**config.mk**
```make
export PLATFORM = sky130hd
export DESIGN_NAME = if_stage
export DESIGN_NICKNAME = d
export VERILOG_FILES = /design/src/rtl/if_stage.sv
export SDC_FILE = /design/constraint.sdc
export NUM_CORES = 1
export LEC_CHECK = 0
export ABC_CLOCK_PERIOD_IN_PS = 10900
export CORE_MARGIN = 10
export CORE_UTILIZATION = 56
export DETAILED_ROUTE_END_ITERATION = 8
export PLACE_DENSITY = 0.86
export SYNTH_ARGS = -nofsm -noshare
export SYNTH_HDL_FRONTEND = slang
export SYNTH_SLANG_ARGS = --single-unit
```
**constraint.sdc**
```tcl
create_clock -name CLK -period 10.9 [get_ports CLK]
set_input_delay 3.27 -clock CLK [delete_from_list [all_inputs] [get_ports CLK]]
set_output_delay 3.27 -clock CLK [all_outputs]
set_load 0.005 [all_outputs]
```
**src/rtl/if_stage.sv**
```systemverilog
// Minos RV32I fetch stage: credit-limited in-order fetch with a small queue.
// Define IF_PERF_CNT_EN to add the FetchCnt/FlushCnt performance counters.
module if_stage #(
    parameter logic [31:0] RESET_PC = 32'h0000_0000,
    parameter int          FQ_DEPTH = 2
) (
    input  logic        CLK,
    input  logic        rst,
    output logic        IMemReq,
    output logic [31:0] IMemAddr,
    input  logic        IMemGnt,
    input  logic        IMemRValid,
    input  logic [31:0] IMemRData,
    input  logic        DEStall,
    input  logic        DEBranchFlush,
    input  logic [31:0] BJumpRSIMM,
    output logic [31:0] IFPC,
    output logic [31:0] INS,
    output logic        IFValid
`ifdef IF_PERF_CNT_EN
    ,
    output logic [31:0] FetchCnt,
    output logic [31:0] FlushCnt
`endif
);

    localparam int IW = $clog2(FQ_DEPTH);
    localparam int PW = IW + 1;
    localparam int DW = PW + 8;
    localparam logic [31:0] NOP = 32'h0000_0013;

    typedef logic [PW-1:0] ptr_t;
    typedef logic [DW-1:0] drop_t;

    localparam ptr_t  P_ONE = ptr_t'(1);
    localparam ptr_t  P_CAP = ptr_t'(FQ_DEPTH);
    localparam drop_t D_ONE = drop_t'(1);

    // One ring holds pending PCs and queued words: head..fill is the
    // fetch queue, fill..tail the requests still out at memory.
    logic [31:0] r_pc  [FQ_DEPTH];
    logic [31:0] r_ins [FQ_DEPTH];

    logic [31:0] r_fpc;
    ptr_t        r_head;
    ptr_t        r_fill;
    ptr_t        r_tail;
    drop_t       r_drop;

    ptr_t        w_qcnt;
    ptr_t        w_outst;
    ptr_t        w_used;
    logic        w_pop;
    logic        w_credit;
    logic        w_grant;
    logic        w_drop_nz;
    logic        w_live;
    logic        w_stale_rsp;
    drop_t       w_drop_flush;
    logic [IW-1:0] w_hidx;
    logic [IW-1:0] w_fidx;
    logic [IW-1:0] w_tidx;

    assign w_qcnt  = r_fill - r_head;
    assign w_outst = r_tail - r_fill;
    assign w_used  = r_tail - r_head;
    assign w_hidx  = r_head[IW-1:0];
    assign w_fidx  = r_fill[IW-1:0];
    assign w_tidx  = r_tail[IW-1:0];

    assign IFValid = (w_qcnt != '0);
    assign w_pop   = IFValid && !DEStall;

    // A slot freed by this cycle's pop is reusable at once, giving one
    // instruction per cycle with a single-cycle memory.
    assign w_credit = (w_used - ptr_t'(w_pop)) < P_CAP;
    assign IMemReq  = !rst && w_credit && !DEBranchFlush;
    assign IMemAddr = r_fpc;
    assign w_grant  = IMemReq && IMemGnt;

    assign w_drop_nz   = (r_drop != '0);
    assign w_live      = IMemRValid && !w_drop_nz && (w_outst != '0);
    assign w_stale_rsp = IMemRValid && (w_drop_nz || (w_outst != '0));

    assign w_drop_flush = r_drop + drop_t'(w_outst) + drop_t'(w_grant)
                        - drop_t'(w_stale_rsp);

    assign IFPC = IFValid ? r_pc[w_hidx]  : r_fpc;
    assign INS  = IFValid ? r_ins[w_hidx] : NOP;

    always_ff @(posedge CLK) begin
        if (rst) begin
            r_fpc  <= RESET_PC;
            r_head <= '0;
            r_fill <= '0;
            r_tail <= '0;
            r_drop <= '0;
        end else if (DEBranchFlush) begin
            r_fpc  <= {BJumpRSIMM[31:2], 2'b00};
            r_head <= '0;
            r_fill <= '0;
            r_tail <= '0;
            r_drop <= w_drop_flush;
        end else begin
            if (w_grant) begin
                r_fpc  <= r_fpc + 32'd4;
                r_tail <= r_tail + P_ONE;
            end
            if (w_live) begin
                r_fill <= r_fill + P_ONE;
            end
            if (w_pop) begin
                r_head <= r_head + P_ONE;
            end
            if (IMemRValid && w_drop_nz) begin
                r_drop <= r_drop - D_ONE;
            end
        end
    end

    always_ff @(posedge CLK) begin
        if (w_grant) begin
            r_pc[w_tidx] <= r_fpc;
        end
        if (w_live && !DEBranchFlush) begin
            r_ins[w_fidx] <= IMemRData;
        end
    end

`ifdef IF_PERF_CNT_EN
    logic [31:0] r_fetch_cnt;
    logic [31:0] r_flush_cnt;

    always_ff @(posedge CLK) begin
        if (rst) begin
            r_fetch_cnt <= '0;
            r_flush_cnt <= '0;
        end else begin
            if (w_pop) begin
                r_fetch_cnt <= r_fetch_cnt + 32'd1;
            end
            if (DEBranchFlush) begin
                r_flush_cnt <= r_flush_cnt + 32'd1;
            end
        end
    end

    assign FetchCnt = r_fetch_cnt;
    assign FlushCnt = r_flush_cnt;
`endif

endmodule

```
==> out/qor.txt, run 1 <==
status: finished, final reports clean
Die ar.: 0.0199 mm2
num rows: 44
iteration count of the initial detailed-routing pass: 5
adder-cell share of the synthesized area: 4.15%
Setup TNS Final: 0 ns
Layout area overhead: 29.1%
antenna diode count: 0
Max Cap Violations: 0
worst rel slew slack: 22.4%
largest family of logic cells by synthesized area: simple AND/OR/NAND/NOR gates
Core Region: 0.0144 mm2
yosys warns: 0
final net count: 960
Critical Path Fanout Max: 13
DRC: 0
vias in the first global route: 6,091
RSZ-0062 raised after global routing: no
initial DRC count: 517
Slew Limit Fails: 0
height of the die: 141 um
Via Count: 6,197
Synth Area in XOR/XNOR: 4.01%
worst slew pin tran: 1.16 ns
first-pass GRT wire length: 32.7 mm
Setup Viol. Count Final: 0
mux contribution to synthesized area: 7.95%
H-tree Lvls: 4
arrival time worst endpoint: 5.74 ns
Root Driver: clkbuf_16
Mapped Avg Cell Area: 11.5 um2
GPL Wtd Cong: 0.890
CTS tree: built
total track usage: 20.5%
io pins: 168
Fin Hold WS: 0.538 ns
pwr dens: 171 mW/mm2
largest net degree at the start of global routing: 91
Post-DRT Antenna Nets: 0
Routed WL: 20.6 mm
post-CTS sizing: 0
width of the die: 141 um
hold-fix buffers at CTS: 0
EDFF count, synth: 124
Leak: 3.58 nW
DP HPWL: 13.9 mm
Worst setup SP type: primary input
Clk pin slew, worst setup/hold paths: 0.06 ns
#FFs+latches synth: 171
port bufs: 161
Final Hold Vio Count: 0
Clock Skew: 0.0104 ns
layout cells sized above 1: 6.27%
synth unique cells: 59
initial core utilization: 56.9%
critical path endpoint category: output port
Max Fclk: 111 MHz
Synth Area in Compound Gates: 9.52%
total CTS buffers: 17
Setup Fix Bufs, Post-CTS: 0
Yosys top cell area share: 45.4%
GR Overflow Total: 0
initial antenna violation count: 0
VDD IR max: 0.110 mV
post-synthesis sequential area ratio: 56.9%
Final Critical Period: 9.01 ns
Via density: 5.84
Hold WC Path Type: flip-flop to flip-flop
Primary FF master, synth: edfxtp_1
worst endpoint required time: 7.63 ns
later-pin clock latency in the skew report: 0.44 ns
Mapped Cells: 712
Netlist Area Pre-Place: 0.00820 mm2
Synth area leaders: edfxtp_1 (45%), dfxtp_1 (11%), mux2i_1 (7.8%)
CTS max path bufs: 2
ratio of final minimum period to clock period: 82.7%
CTS sink cnt: 171
Crit Path Category: primary input to output port
ys async rst share: 0%
Simple-Gate Fraction of Synth Area: 13.7%
WL/cell: 19.4 um
dominant cell type by area after synthesis: edfxtp_1
-- flip-flops by register name (all words and copies together) (netlist names), named ones only --
register	count
r_head	2
r_pc	60
r_fill	2
IMemAddr	30
r_drop	10
r_ins	64
r_tail	2
-- final timing paths --
check             slack [ns]    startpoint  cells past startpoint          end
hold / removal          0.54  IMemAddr[31]                      0  r_pc[1][31]
hold reg to reg         0.54  IMemAddr[31]                      0  r_pc[1][31]
setup reg to reg        6.42     r_fill[0]                     15    r_drop[8]
setup / recovery        1.89       DEStall                      7      IMemReq
-- cells in the mapped netlist (2+ instances only) --
cell       number
fa_1            2
and2_1          3
and3_1          6
edfxtp_1      124
nor4b_1         2
o31a_1          2
o21a_1          2
buf_1           5
o211ai_1        3
nand2_1        52
nor2_1         77
nor3_1         20
or3_1           2
nor2b_1         5
inv_1          37
a2111oi_2       5
mux2i_1        64
nand4_1        11
xnor2_1        24
buf_4           4
and4_1         10
nand3_1        12
dfxtp_1        47
nand2b_1        6
a311oi_1        4
a21o_1          2
o21ai_0        35
nor3b_1         6
ha_1           24
a211oi_1       27
xor2_1         11
a21oi_1         6
o22ai_1         2
o21bai_1        2
clkbuf_1       27
nor4_1         10
a2111oi_0       8
o2111a_1        2
-- metrics by stage --
stage | std cells | total power [W] | worst slack [ns] | instance area, um2 | utilization, %
2_1_floorplan | 715 | 0.00104 | 3.10 | 8210 | -
3_3_place_gp | 1029 | 0.00115 | 1.88 | 9950 | 69.0
5_1_grt | 1061 | 0.00189 | 1.75 | 10600 | 73.4
4_1_cts | 1061 | 0.00180 | 1.87 | 10600 | 73.4
6_report | 1061 | 0.00181 | 1.89 | 10600 | 73.4
3_5_place_dp | 1029 | 0.00118 | 1.87 | 9950 | 69.0
-- cell type report --
cell class	count	area [um2]
inverters	37	139
fillers	906	3840
flip-flops and latches	171	4670
clock inverters	5	38.8
clock buffers	27	589
well taps	184	230
repair buffers	168	1660
multi-input cells	469	3260
-- kinds of logic (layout without fill, tap and decap cells) --
kind of cell    Yosys count  in the layout
simple gates            229            229
mux                      65             65
fa+ha+maj                26             26
xor+xnor                 36             36
flops                   171            171
buf+inv                  75            237
compound gates          109            109
other cells               1              4
-- metal layers --
layer	GRT usage (%)	part of all wire, %
met1	24.0	39
met5	0	0
met4	9.08	2.8
met3	5.11	6.3
met2	34.7	52
-- report_power, final --
part	switching [W]	internal, W
Sequential	0.0000349	0.000727
Combinational	0.000226	0.000197
Clock	0.000246	0.000373
Total	0.000508	0.00130
-- placed cells by master, fill, tap and decap left out, drive strengths merged, types with 27 or more instances in the layout --
master,instances
mux2i,64
inv,37
dfxtp,47
a211oi,27
clkbuf,27
o21ai,36
nor2,78
clkdlybuf4s50,160
nand2,52
edfxtp,124
-- critical path, cell delays in order --
cell             delay, ns
clkdlybuf4s50_1       0.41
nand2b_1              0.20
ha_1                  0.32
a21oi_1               0.10
xnor2_1               0.82
nor2_1                0.11
clkdlybuf4s50_1       0.50
Note: power is estimated with default switching activity, not from simulation.
==> inputs of run 2 (changes only) <==
ABC_CLOCK_PERIOD_IN_PS = 8800   (was 10900)
CORE_UTILIZATION = 52   (was 56)
PLACE_DENSITY = 0.81   (was 0.86)
clock period = 8.8 ns   (was 10.9 ns; I/O delays follow)
==> run 2 against run 1 <==
Net effect:
- power rose by 22%
- sequential power up 24%
- non-clock buffer count grew 1
- critical path depth is 1 higher
- clock power is 19% higher
- via count shrank 1.3%
- sequential cell count did not move
- cell count is 2.8% higher
==> out/qor.txt, run 2 (synthesis gave the netlist of run 1 again) <==
status: finished, final reports clean
reg-to-reg startpoint: r_fill[0]
GPL Wtd Cong: 0.861
hold-fix buffers at CTS: 0
post-CTS sizing: 0
height of the die: 146 um
Max Fclk: 133 MHz
Routed WL: 20.6 mm
width of the die: 146 um
Slowest Stage Delay on Critical Path: 0.54 ns
number of fill cells: 1,082
Hold Path Stages: 0
WHS Endpoint: r_pc[0][16]
iteration count of the initial detailed-routing pass: 5
Critical Path Fanout Max: 13
CP dominant cell by count: clkdlybuf4s50_1
total track usage: 19.0%
reg-to-reg setup timing slack: 4.31 ns
Worst R2R End: r_drop[8]
max reg flops: 64
most frequent cells in the layout: clkdlybuf4s50_1 (160), edfxtp_1 (124), nor2_1 (75), mux2i_1 (64), nand2_1 (52)
Worst setup SP type: primary input
first-pass GRT wire length: 32.7 mm
WL/cell: 18.9 um
CTS max path bufs: 2
largest net degree at the start of global routing: 91
Core Region: 0.0153 mm2
Crit Path Category: primary input to output port
Setup Fix Bufs, Post-CTS: 0
Setup TNS Final: 0 ns
arrival time worst endpoint: 4.87 ns
later-pin clock latency in the skew report: 0.43 ns
Via Count: 6,117
Final Critical Period: 7.51 ns
GR Overflow Total: 0
Final Hold Vio Count: 0
Largest Register: r_ins
Setup Viol. Count Final: 0
layout cells sized above 1: 6.04%
Hold Crit Start: IMemAddr[16]
initial DRC count: 582
num rows: 45
vias in the first global route: 5,955
Clk pin slew, worst setup/hold paths: 0.06 ns
worst rel slew slack: 25.0%
commonest non-fill, non-tap cell in the layout: clkdlybuf4s50_1
Max Cap Violations: 0
ratio of final minimum period to clock period: 85.3%
VDD IR max: 0.140 mV
initial antenna violation count: 2
H-tree Lvls: 4
DP HPWL: 14.5 mm
worst slew pin tran: 1.12 ns
critical path endpoint category: output port
total CTS buffers: 17
slowest CP cell: clkdlybuf4s50_1
Clock Skew: 0.00949 ns
DRC: 0
io pins: 168
Via density: 5.61
CTS sink cnt: 171
reg2reg path depth: 15
pwr dens: 207 mW/mm2
worst endpoint required time: 6.16 ns
port bufs: 161
CTS tree: built
Post-DRT Antenna Nets: 0
Tot Pwr: 0.00219 W
Layout area overhead: 29.1%
Die ar.: 0.0212 mm2
Root Driver: clkbuf_16
final net count: 961
initial core utilization: 53.5%
RSZ-0062 raised after global routing: no
Leak: 3.55 nW
Hold WC Path Type: flip-flop to flip-flop
Slew Limit Fails: 0
CP cell instances: clkdlybuf4s50_1 > nand2b_1 > ha_1 > a21oi_1 > xnor2_1 > buf_4 > nor2_1 > clkdlybuf4s50_1
[run 2: cell types whose count changed in the layout (fill, tap and decap cells not counted), sizes merged]
cell and change:
diode +2, clkinvlp +1, buf +1, clkinv +4
clkbuf -8, bufinv +3
[run 2: where the power goes]
part           switching, W  internal [W]
clock network      0.000294      0.000443
logic              0.000272      0.000243
registers         0.0000427      0.000901
[run 2: worst max path at each step]
stage / depth (start not counted) / endpoint / startpoint / slack (ns)
2_1_floorplan: 6 / IMemReq / DEStall / 2.26
3_3_place_gp: 8 / IMemReq / DEStall / 1.37
3_5_place_dp: 8 / IMemReq / DEStall / 1.35
4_1_cts: 8 / IMemReq / DEStall / 1.31
5_1_grt: 8 / IMemReq / DEStall / 1.20
6_report: 8 / IMemReq / DEStall / 1.29
[run 2: critical path, delay by kind of cell]
family,cells,cell delay [ns]
AO/OA/AOI/OAI,1,0.27
XOR/XNOR,1,0.11
adder cells (fa/ha/maj),1,0.32
buffers and inverters,3,1.16
AND/OR/NAND/NOR,2,0.36
[run 2: area by class of cell]
class | instances | area, um2 | share of cell area [%]
sequential | 171 | 4670 | 44.1
multi-input combinational | 469 | 3260 | 30.8
timing repair buffer | 169 | 1670 | 15.7
clock buffer | 19 | 433 | 4.09
tap | 211 | 264 | 2.49
clock inverter | 13 | 151 | 1.43
inverter | 37 | 139 | 1.31
antenna | 2 | 5.00 | 0.0473
[run 2: through the flow]
stage	hold WS, ns	area (um2)	worst slack, ns	instances	util [%]
after floorplan	0.508	8210	2.26	715	-
after global placement	0.527	10000	1.37	1057	65.3
after detailed placement	0.534	10000	1.35	1057	65.3
after CTS	0.544	10600	1.31	1089	69.1
after global routing	0.558	10600	1.20	1091	69.2
final	0.539	10600	1.29	1091	69.2
[run 2: per-layer routing]
metal  track usage (%)  share of wire [%]  up-vias  routed length (um)
li1                  -                  -     2919                   -
met1              23.0                 41     2972                8520
met2              32.9                 52      194               10700
met3              3.97                5.0       32                1020
met4              6.37                1.8        0                 364
met5                 0                  0        -                   0
==> inputs of run 3 (changes only) <==
CORE_MARGIN = unset   (was 10)
==> run 3 against run 2 <==
Net effect:
- setup slack better by 0.031 ns
- power is 1.8% lower
- clock skew rose by 0.0046 ns
- cell count decreased by 0.37%
- die area shrank 23%
- largest power group unchanged
==> out/qor.txt, run 3 (synthesis gave the netlist of run 1 again) <==
Clk pin slew, worst setup/hold paths: 0.06 ns
Max Cap Violations: 0
Internal: 0.00154 W
later-pin clock latency in the skew report: 0.43 ns
commonest non-fill, non-tap cell in the layout: clkdlybuf4s50_1
GPL Wtd Cong: 0.878
iteration count of the initial detailed-routing pass: 5
height of the die: 128 um
Routed WL: 18.7 mm
P_sw: 0.000620 W
Clock Skew: 0.0141 ns
Final Hold Vio Count: 0
worst rel slew slack: 26.4%
met2 Track Usage GR: 41.8%
gr busiest metal: met2
Root Driver: clkbuf_16
met3 usage: 4.23%
num rows: 45
antenna diode count: 0
Setup TNS Final: 0 ns
io pins: 168
DRC: 0
RSZ-0062 raised after global routing: no
CTS sink cnt: 171
Seq pwr share: 43.8%
CTS tree: built
Critical Path Fanout Max: 13
Worst setup SP type: primary input
GR met1 Demand/Resource: 29.9%
Slew Limit Fails: 0
most frequent cells in the layout: clkdlybuf4s50_1 (160), edfxtp_1 (124), nor2_1 (75), mux2i_1 (64), nand2_1 (52)
status: finished, final reports clean
vias in the first global route: 5,880
ratio of final minimum period to clock period: 85.0%
Max Fclk: 134 MHz
Hold WC Path Type: flip-flop to flip-flop
post-CTS sizing: 0
Layout area overhead: 28.6%
critical path endpoint category: output port
pre-CTS setup slack: 1.32 ns
port bufs: 161
Setup Fix Bufs, Post-CTS: 0
initial DRC count: 375
H-tree Lvls: 4
initial core utilization: 53.5%
CTS max path bufs: 2
Leak: 3.53 nW
worst endpoint required time: 6.16 ns
WL/cell: 17.2 um
max reg flops: 64
total CTS buffers: 17
Comb pwr share: 23.6%
final net count: 959
Post-DRT Antenna Nets: 0
Via density: 5.52
Core Region: 0.0153 mm2
Largest Register: r_ins
number of fill cells: 1,127
initial antenna violation count: 0
Crit Path Category: primary input to output port
sw frac: 28.8%
first-pass GRT wire length: 30.0 mm
pwr dens: 204 mW/mm2
worst slew pin tran: 1.10 ns
hold-fix buffers at CTS: 0
total track usage: 23.9%
VDD IR max: 0.166 mV
DP HPWL: 12.5 mm
GR Overflow Total: 0
Via Count: 5,999
width of the die: 128 um
Clk pwr share: 32.6%
final worst slack: 1.32 ns
largest net degree at the start of global routing: 91
Setup Viol. Count Final: 0
Final Critical Period: 7.48 ns
Die ar.: 0.0163 mm2
arrival time worst endpoint: 4.84 ns
layout cells sized above 1: 6.16%
[run 3: critical path, stage by stage]
cell,delay [ns]
clkdlybuf4s50_1,0.43
nand2b_1,0.19
ha_1,0.31
a21oi_1,0.28
xnor2_1,0.10
buf_4,0.19
nor2_1,0.16
clkdlybuf4s50_1,0.53
[run 3: per-layer routing]
metal  part of all wire [%]  wire length (um)
met1                     43              8070
met2                     52              9660
met3                    3.9               721
met4                    1.3               248
met5                      0                 0
[run 3: final cells by class]
class / instances / area (um2) / area share, %
flip-flops and latches: 171 / 4670 / 44.3
multi-input cells: 469 / 3270 / 31.0
repair buffers: 167 / 1650 / 15.7
clock buffers: 19 / 433 / 4.11
well taps: 211 / 264 / 2.50
inverters: 37 / 139 / 1.32
clock inverters: 13 / 121 / 1.15
[run 3: metrics by stage]
stage               power [W]  hold WS [ns]  utilization, %  cell area, um2  std cells
global route          0.00226         0.559            68.9           10500       1087
floorplan             0.00129         0.508               -            8210        715
detailed placement    0.00145         0.531            65.2            9990       1055
global placement      0.00143         0.524            65.2            9990       1055
CTS                   0.00216         0.547            68.9           10500       1087
finish                0.00216         0.542            68.9           10500       1087
[run 3: power by group through the flow]
stage	logic, W	clock network (W)	registers [W]
finish	0.000510	0.000702	0.000944
global route	0.000564	0.000743	0.000949
CTS	0.000506	0.000710	0.000942
detailed placement	0.000495	0	0.000960
global placement	0.000477	0	0.000956
floorplan	0.000344	0	0.000949
[run 3: path summary, 6_finish.rpt]
| check | cells after the start | slack [ns] | from | endpoint |
|---|---|---|---|---|
| hold reg to reg | 0 | 0.54 | IMemAddr[31] | r_pc[1][31] |
| hold / removal | 0 | 0.54 | IMemAddr[31] | r_pc[1][31] |
| setup reg to reg | 15 | 4.13 | r_fill[0] | r_drop[8] |
| setup / recovery | 8 | 1.32 | DEStall | IMemReq |
==> RTL change, RTL diff (settings of run 2) <==
`FQ_DEPTH`: 2 -> 4.
--- a/src/rtl/if_stage.sv
+++ b/src/rtl/if_stage.sv
@@ -2,7 +2,7 @@
 // Define IF_PERF_CNT_EN to add the FetchCnt/FlushCnt performance counters.
 module if_stage #(
     parameter logic [31:0] RESET_PC = 32'h0000_0000,
-    parameter int          FQ_DEPTH = 2
+    parameter int          FQ_DEPTH = 4
 ) (
     input  logic        CLK,
     input  logic        rst,
Behaviour: not the same (a bounded check fails within 4 cycles, from zero or initial values and one cycle with rst high).
==> RTL change against run 2 <==
- combinational power shrank 3.9%
- area after synthesis up 61%
- cell area is 53% higher
- maximum frequency down 5.8%
- worst setup slack got worse by 0.46 ns
- wire length grew 43%
- register-to-register slack worse by 0.97 ns
- clock power grew 67%
- critical path depth grew 2
- sequential power up 72%
- largest cell class unchanged
- total power rose by 52%
- sequential cell count up 129
==> RTL change: results (changes against run 2) <==
Yosys
Biggest area contributors in the synthesized netlist: sky130_fd_sc_hd__edfxtp_1 (56%), sky130_fd_sc_hd__mux4_2 (11%), sky130_fd_sc_hd__dfxtp_1 (7.9%) (was sky130_fd_sc_hd__edfxtp_1 (45%), sky130_fd_sc_hd__dfxtp_1 (11%), sky130_fd_sc_hd__mux2i_1 (7.8%)). The proportion of synthesized chip area in sequential cells is 64.2% (was 56.9%). The post-synthesis instance total was 862 (was 712). Top cells by count, synth: sky130_fd_sc_hd__edfxtp_1 (248), sky130_fd_sc_hd__mux4_2 (62), sky130_fd_sc_hd__dfxtp_1 (52) (was sky130_fd_sc_hd__edfxtp_1 (124), sky130_fd_sc_hd__nor2_1 (77), sky130_fd_sc_hd__mux2i_1 (64)).

Detailed routing
The routed wirelength normalized by instance count came to 21.2 um (was 18.9 um). The sum of met3 wire segment lengths after detailed routing is 1560 um (was 1020 um). The detailed-route vias per instance was 5.66 (was 5.61). The routed metal-1 wire length was 11800 um (was 8520 um). The wire length on met2 is 15400 um (was 10700 um).

Min path
The hold-critical path depth is 2 (was 0).

Worst setup path
The worst reg-to-reg setup slack came to 3.34 ns (was 4.31 ns). The endpoint of the lowest-slack register-to-register path is r_drop[10] (was r_drop[8]). The worst path arrival time was 5.33 ns (was 4.87 ns).

Finish
The count of fill cells added during filler insertion is 1788 (was 1082). The non-clock buffering overhead in the final layout is 10.6% (was 15.7%).

Outcome
Result of the run: finished clean (unchanged).

Die
The area of the core region is 25100 um2 (was 15300 um2).

CTS
The H-tree depth was 1 (was 4). The clock latency reported for the late side of the worst-skew pair was 0.55 ns (was 0.43 ns).

Power and ir drop
The internal portion of total power came to 2.54 mW (was 1.59 mW). The power share of the clock group is 36.8% (was 33.5%).

Placed design
The final weighted congestion in routability-driven placement is 0.861 (about the same). The worst slack at placement was 0.875 ns (was 1.35 ns). The placed wire-length estimate after detailed placement was 18900 um (was 14500 um).

Global routing
The pin count of the biggest net entering global routing was 66 (was 91). The all-layer global routing usage is 17.9% (was 19.0%).

STA
The normalized max-slew margin is 25.6% (was 25.0%).
-- RTL change: cell types whose count changed in the layout (fill, tap and decap cells not counted), moves of 27 or more --
cell,run 2,this run
sky130_fd_sc_hd__edfxtp_1,124,248
sky130_fd_sc_hd__mux2_2,1,30
sky130_fd_sc_hd__mux2i_1,64,4
sky130_fd_sc_hd__mux4_2,0,62
sky130_fd_sc_hd__nor2_1,75,43
sky130_fd_sc_hd__nor2b_1,5,34
sky130_fd_sc_hd__o21ai_0,35,8
-- RTL change: kinds of logic (layout without fill, tap and decap cells) --
kind of cell	after synthesis	count (layout)	synth area share (%)
fa+ha+maj	37	37	3.62
buf+inv	79	268	2.46
other cells	1	6	0.0284
mux	98	98	13.6
compound gates	91	91	4.61
simple gates	218	218	8.60
flops	300	300	64.2
xor+xnor	38	38	2.88
-- RTL change: metal layers --
metal  vias to the layer above  global-route usage [%]
met2                       250                    30.8
met1                      3888                    22.6
met4                         0                    5.76
met5                         -                       0
li1                       3646                       -
met3                        61                    2.87
